`src/rtl/clk_tick_recovery.sv`:
```
// Recovers a slow free-running clock into the clk domain: synchronizes it, emits a one-cycle
// tick per rising edge, measures the rising-to-rising period and flags loss of the slow clock.
module clk_tick_recovery #(
  parameter int unsigned SYNC_STAGES = 2,
  parameter int unsigned CNT_W       = 24,
  parameter int unsigned TIMEOUT     = 2 ** 23
) (
  input  logic             clk,
  input  logic             reset,
  input  logic             slow_clk_in,
  output logic             tick,
  output logic [CNT_W-1:0] period,
  output logic             period_valid,
  output logic             lost,
  output logic [1:0]       state
);

  typedef enum logic [1:0] {
    StIdle   = 2'd0,
    StArmed  = 2'd1,
    StLocked = 2'd2,
    StLost   = 2'd3
  } state_e;

  localparam logic [CNT_W-1:0] TimeoutVal = CNT_W'(TIMEOUT);
  localparam logic [CNT_W-1:0] TimeoutM1  = CNT_W'(TIMEOUT - 1);

  logic [SYNC_STAGES-1:0] sync_q, sync_d;
  logic                   s_d_q, s_d_d;
  logic [CNT_W-1:0]       cnt_q, cnt_d;
  logic [CNT_W-1:0]       period_q, period_d;
  logic                   tick_q, tick_d;
  logic                   valid_q, valid_d;
  logic                   lost_q, lost_d;
  state_e                 state_q, state_d;

  logic s;
  logic rise;
  logic timeout;

  assign s       = sync_q[SYNC_STAGES-1];
  assign rise    = s & ~s_d_q;
  assign timeout = (cnt_q == TimeoutM1) && !rise;

  always_comb begin
    sync_d = {sync_q[SYNC_STAGES-2:0], slow_clk_in};
    s_d_d  = s;
  end

  // Counter saturates at TIMEOUT so a stalled slow clock can never wrap into a bogus period.
  always_comb begin
    cnt_d = cnt_q;
    if (rise) begin
      cnt_d = CNT_W'(1);
    end else if (cnt_q != TimeoutVal) begin
      cnt_d = cnt_q + CNT_W'(1);
    end
  end

  // A rise wins over a coincident timeout.
  always_comb begin
    state_d = state_q;
    if (rise) begin
      unique case (state_q)
        StIdle:   state_d = StArmed;
        StArmed:  state_d = StLocked;
        StLocked: state_d = StLocked;
        StLost:   state_d = StArmed;
        default:  state_d = StIdle;
      endcase
    end else if (timeout) begin
      state_d = StLost;
    end
  end

  always_comb begin
    period_d = period_q;
    if (rise && (state_q == StArmed || state_q == StLocked)) begin
      period_d = cnt_q;
    end
    tick_d  = rise;
    valid_d = (state_d == StLocked);
    lost_d  = (state_d == StLost);
  end

  always_ff @(posedge clk) begin
    if (!reset) begin
      sync_q   <= '0;
      s_d_q    <= 1'b0;
      cnt_q    <= '0;
      period_q <= '0;
      tick_q   <= 1'b0;
      valid_q  <= 1'b0;
      lost_q   <= 1'b0;
      state_q  <= StIdle;
    end else begin
      sync_q   <= sync_d;
      s_d_q    <= s_d_d;
      cnt_q    <= cnt_d;
      period_q <= period_d;
      tick_q   <= tick_d;
      valid_q  <= valid_d;
      lost_q   <= lost_d;
      state_q  <= state_d;
    end
  end

  assign tick         = tick_q;
  assign period       = period_q;
  assign period_valid = valid_q;
  assign lost         = lost_q;
  assign state        = state_q;

endmodule

```
`config.mk`:
```
export PLATFORM = sky130hd
export DESIGN_NAME = clk_tick_recovery
export DESIGN_NICKNAME = d
export VERILOG_FILES = /design/src/rtl/clk_tick_recovery.sv
export SDC_FILE = /design/constraint.sdc
export NUM_CORES = 1
export LEC_CHECK = 0
export BUFFER_PORTS_ARGS = -buffer_cell sky130_fd_sc_hd__buf_2
export CORE_MARGIN = 10
export CORE_UTILIZATION = 30
export CTS_BUF_LIST = sky130_fd_sc_hd__clkbuf_8
export CTS_CLUSTER_SIZE = 28
export DETAILED_ROUTE_END_ITERATION = 7
export GPL_TIMING_DRIVEN = 0
export RECOVER_POWER = 50
export SLEW_MARGIN = 20
export SYNTH_ARGS = -nofsm -noshare
export SYNTH_HDL_FRONTEND = slang
export SYNTH_SLANG_ARGS = --single-unit
```
`constraint.sdc`:
```
create_clock -name clk -period 4.1 [get_ports clk]
set_input_delay 0.205 -clock clk [delete_from_list [all_inputs] [get_ports clk]]
set_output_delay 0.205 -clock clk [all_outputs]
set_load 0.02 [all_outputs]
```
Word level (Yosys, flattened, before mapping)
Index checks and enable logic that the tools add are counted.
{"block": "totals", "output_inout_bits": 29, "reg_bits": 56, "elab_cells": 34, "in_bits": 3}
{"block": "op_classes", "n_reduce_logical": 9, "n_eq_ne": 7, "muxes": 5, "n_bitwise": 3, "addsub": 1}
{"cell": "$add 24x1->24 const B", "n": 1}
{"cell": "$eq 24x23->1 const B", "n": 1}
{"cell": "$ne 24x24->1 const B", "n": 1}
{"cell": "$eq 2x2->1 const B", "n": 4}
{"cell": "$reduce_or 2->1", "n": 3}
{"cell": "$mux 2", "n": 2}
{"cell": "$pmux 2 s2", "n": 1}
{"cell": "$eq 2x1->1 const B", "n": 1}
{"cell": "$logic_and 1x1->1", "n": 2}
{"cell": "$logic_not 2->1", "n": 1}
{"cell": "$mux 1", "n": 2}
{"cell": "$not 1->1", "n": 2}
{"cell": "$reduce_bool 2->1", "n": 1}
{"cell": "$and 1x1->1", "n": 1}
{"cell": "$logic_not 1->1", "n": 1}
{"cell": "$logic_or 1x1->1", "n": 1}

Longest topological paths before layout
{"block": "depth", "word_depth": 7, "depth_mapped": 6}

Least setup slack after synthesis
Ideal clock, no wire load.
{"block": "synth_path", "path_kind": "register -> register", "startpoint": "register cnt_q[0]", "endpoint": "register cnt_q[22]", "t_required_ps": 4030, "setup_ps": 70, "stages_incl_launch_ff": 7, "path_slack_ps": 2150, "t_arrival_ps": 1879, "cell_sequence": "dfxtp_1 ha_1 nand3_1 or3_1 buf_2 or4_1 a21oi_1"}
{"block": "synth_between", "elab_chain_len": 1, "word_cells_on_any_way": 2}
{"item": "start, declared", "line_no": "30", "rtl": "logic [CNT_W-1:0] cnt_q, cnt_d;"}
{"item": "start signal, assigned", "line_no": "99", "rtl": "cnt_q <= cnt_d;"}
{"item": "$add 24x1->24 / $ne 24x24->1 (equally long branches)", "line_no": "56, 55"}
Several ways; a longest one is shown, not always the timed one.
A chain may end at the register's enable or synchronous reset.

Worst setup path after layout
Same ends and word-level chain as after synthesis.

==> results.toml <==
[timing]
finalCriticalPeriod_ps = 2240
finalMaxSlewViolations = 0
finalSetupViolations = 0
max_freq_mhz = 446
tightest_slew_ps = 740
tns_ps = 0
rsz0062_at_grt = "false"
final.period_utilization_pct = 54.7
fin_skew_ps = 6.84
maxSlewHeadroom_pct = 50.2
finalHoldViolCount = 0

[place]
gp_congestion = 0.785
port_buffers = 31
dp_hpwl_um = 3730

[floorplanning]
die_w_um = 107
die-area_um2 = 11500
coreArea_um2 = 7330
start_util_pct = 31.2
die_h_um = 107
pin_count = 32
rows = 31

[final_layout]
syn_to_final_growth_pct = 14.6
final_nets = 315
final_cell_mix = "56 x dfxtp_1, 55 x nand2_1, 40 x clkbuf_1"
drive_above_1_share_pct = 4.82
diodes = 0
layout_commonest_cell = "dfxtp_1"

[drt]
drc = 0
totalWireLength_um = 5200
first_pass_iters = 4
post_drt_wl_per_cell_um = 12.7
ant_nets = 0
drt_iter0_markers = 71
vias = 1939
viasPerCell = 4.73

[setup_path]
end_kind = "register"
rr_endpoint = "cnt_q[22]"
worst_path_max_delay_cell = "or4_1"
r2r-start = "cnt_q[0]"
worstPathArrival_ps = 2480
rrSetupSlack_ps = 1860
path_class = "register to register"
cp.required_ps = 4340
reg2reg_depth = 6
crit_chain = "ha_1 > nand3_1 > or3_1 > buf_2 > or4_1 > a21oi_1"
critPathMaxStageDelay_ps = 510
critical_path.startpoint_type = "register"
cp_max_fo = 9

[global_route]
grt_pass1_vias = 1819
grt_pass1_wl_um = 8670
gr-total-overflow = 0
grt_max_degree = 17
antenna_found_initial = 0
track_usage_pct = 9.04

[power_and_ir_drop]
total_power_uw = 900
peakVddDrop_mv = 0.142
p_leak_uw = 0.000803
power.density_nw_per_um2 = 343

[clock_network]
cts_sinks = 56
postCtsResizedCells = 0
clk_pin_slew_ps = 100
cts_hold_buf = 0
numCtsBuffers = 5
ctsHtreeMaxLevel = 2
clk_latency_ps = 310
cts_buffer_depth = 2
post-cts-setup-buffers = 0
cts_tree = "done"
cts_root_buffer = "clkbuf_8"

[worst_hold_path]
worstHoldStart = "slow_clk_in"
hp-class = "primary input to register"
min_to = "sync_q[0]"
min_path_cells = 2

[outcome]
status = "completed"

[synthesis]
netlist_instances = 272
ys_seq_area_share_pct = 49.0
netlist_area_um2 = 2290
synth-seq-cells = 56
ys_warn_count = 0
synth_nets = 277
synth.avg_cell_area_um2 = 8.42
synth_cell_types = 36

[flow_run]
drv_cap = 0
[cells in the mapped netlist (all sizes together)]
library cell	count	share of area, %
a21oi	35	7.7
a31oi	1	0.27
and2	5	1.4
and3	2	0.55
and4	2	0.77
buf	4	1.4
clkbuf	9	1.5
clkinv	1	0.16
dfxtp	56	49
ha	2	1.1
inv	9	1.5
nand2	55	9.0
nand2b	2	0.55
nand3	9	2.2
nand4	5	1.4
nor2	14	2.3
nor2b	3	0.82
nor3	2	0.44
nor3b	2	0.66
nor4	8	2.2
nor4b	2	0.77
o2111ai	1	0.38
o211ai	1	0.33
o21a	1	0.33
o21ai	6	1.3
o311a	2	0.87
o31ai	6	2.0
or3	8	2.5
or4	7	2.3
xnor2	10	3.8
xor2	2	0.77
[cells by family (layout without fill, tap and decap cells)]
kind of cell             Yosys count  in the layout  synth area share [%]
AO/OA/AOI/OAI                     53             53                  13.1
XOR/XNOR                          12             12                  4.59
flip-flops                        56             56                  49.0
AND/OR/NAND/NOR                  126            126                  27.8
buffers and inverters             23             62                  4.48
adder cells (fa/ha/maj)            2              2                  1.09
[critical path, delay by kind of cell, from the launching register on]
| family | cells | cell delay [ps] |
|---|---|---|
| AND/OR/NAND/NOR | 3 | 1110 |
| flip-flops | 1 | 480 |
| adder cells (fa/ha/maj) | 1 | 270 |
| buffers and inverters | 1 | 180 |
| AO/OA/AOI/OAI | 1 | 140 |
[report_power, final]
group | leakage (uW) | switching, uW | internal (uW)
sequential | 0.000452 | 6.69 | 549
combinational | 0.000302 | 24.7 | 11.2
clock | 0.0000486 | 173 | 135
total | 0.000803 | 204 | 696
[per-layer routing]
| metal | up-vias | track usage (%) | share of wire [%] |
|---|---|---|---|
| met2 | 27 | 14.7 | 45 |
| met4 | 0 | 3.44 | 1.6 |
| met3 | 6 | 2.63 | 5.2 |
| met5 | - | 0 | 0 |
| met1 | 891 | 11.0 | 48 |
| li1 | 1015 | - | - |
[final cells by class]
class	count	area, um^2
clock inverters	2	11.3
well taps	99	124
inverters	10	37.5
clock buffers	6	82.6
flip-flops and latches	56	1120
multi-input cells	193	1070
plain buffers	13	65.1
repair buffers	31	118
fillers	795	4710
[stage by stage]
stage          cell area [um^2]  util [%]  setup WS [ps]  hold WS, ps  std cells
2_1_floorplan              2290         -           2150          327        272
3_3_place_gp               2570      35.0           1930          411        402
3_5_place_dp               2570      35.0           1880          419        402
4_1_cts                    2660      36.3           1850          100        410
5_1_grt                    2630      35.8           1720          109        410
6_report                   2630      35.8           1860          107        410
[flip-flops by register name, indices dropped and copies added (netlist names)]
signal        cells
cnt_q            24
lost              1
period           24
s_d_q             1
tick              1
state             2
period_valid      1
sync_q            2
[worst max-delay path by stage]
stage / start / end / slack (ps) / cells after the start
floorplan: cnt_q[0] / cnt_q[22] / 2150 / 6
global placement: cnt_q[0] / cnt_q[22] / 1930 / 6
detailed placement: cnt_q[0] / cnt_q[22] / 1880 / 6
CTS: cnt_q[0] / cnt_q[22] / 1850 / 6
global route: cnt_q[0] / cnt_q[22] / 1720 / 6
finish: cnt_q[0] / cnt_q[22] / 1860 / 6
(Power assumes the default switching activity.)
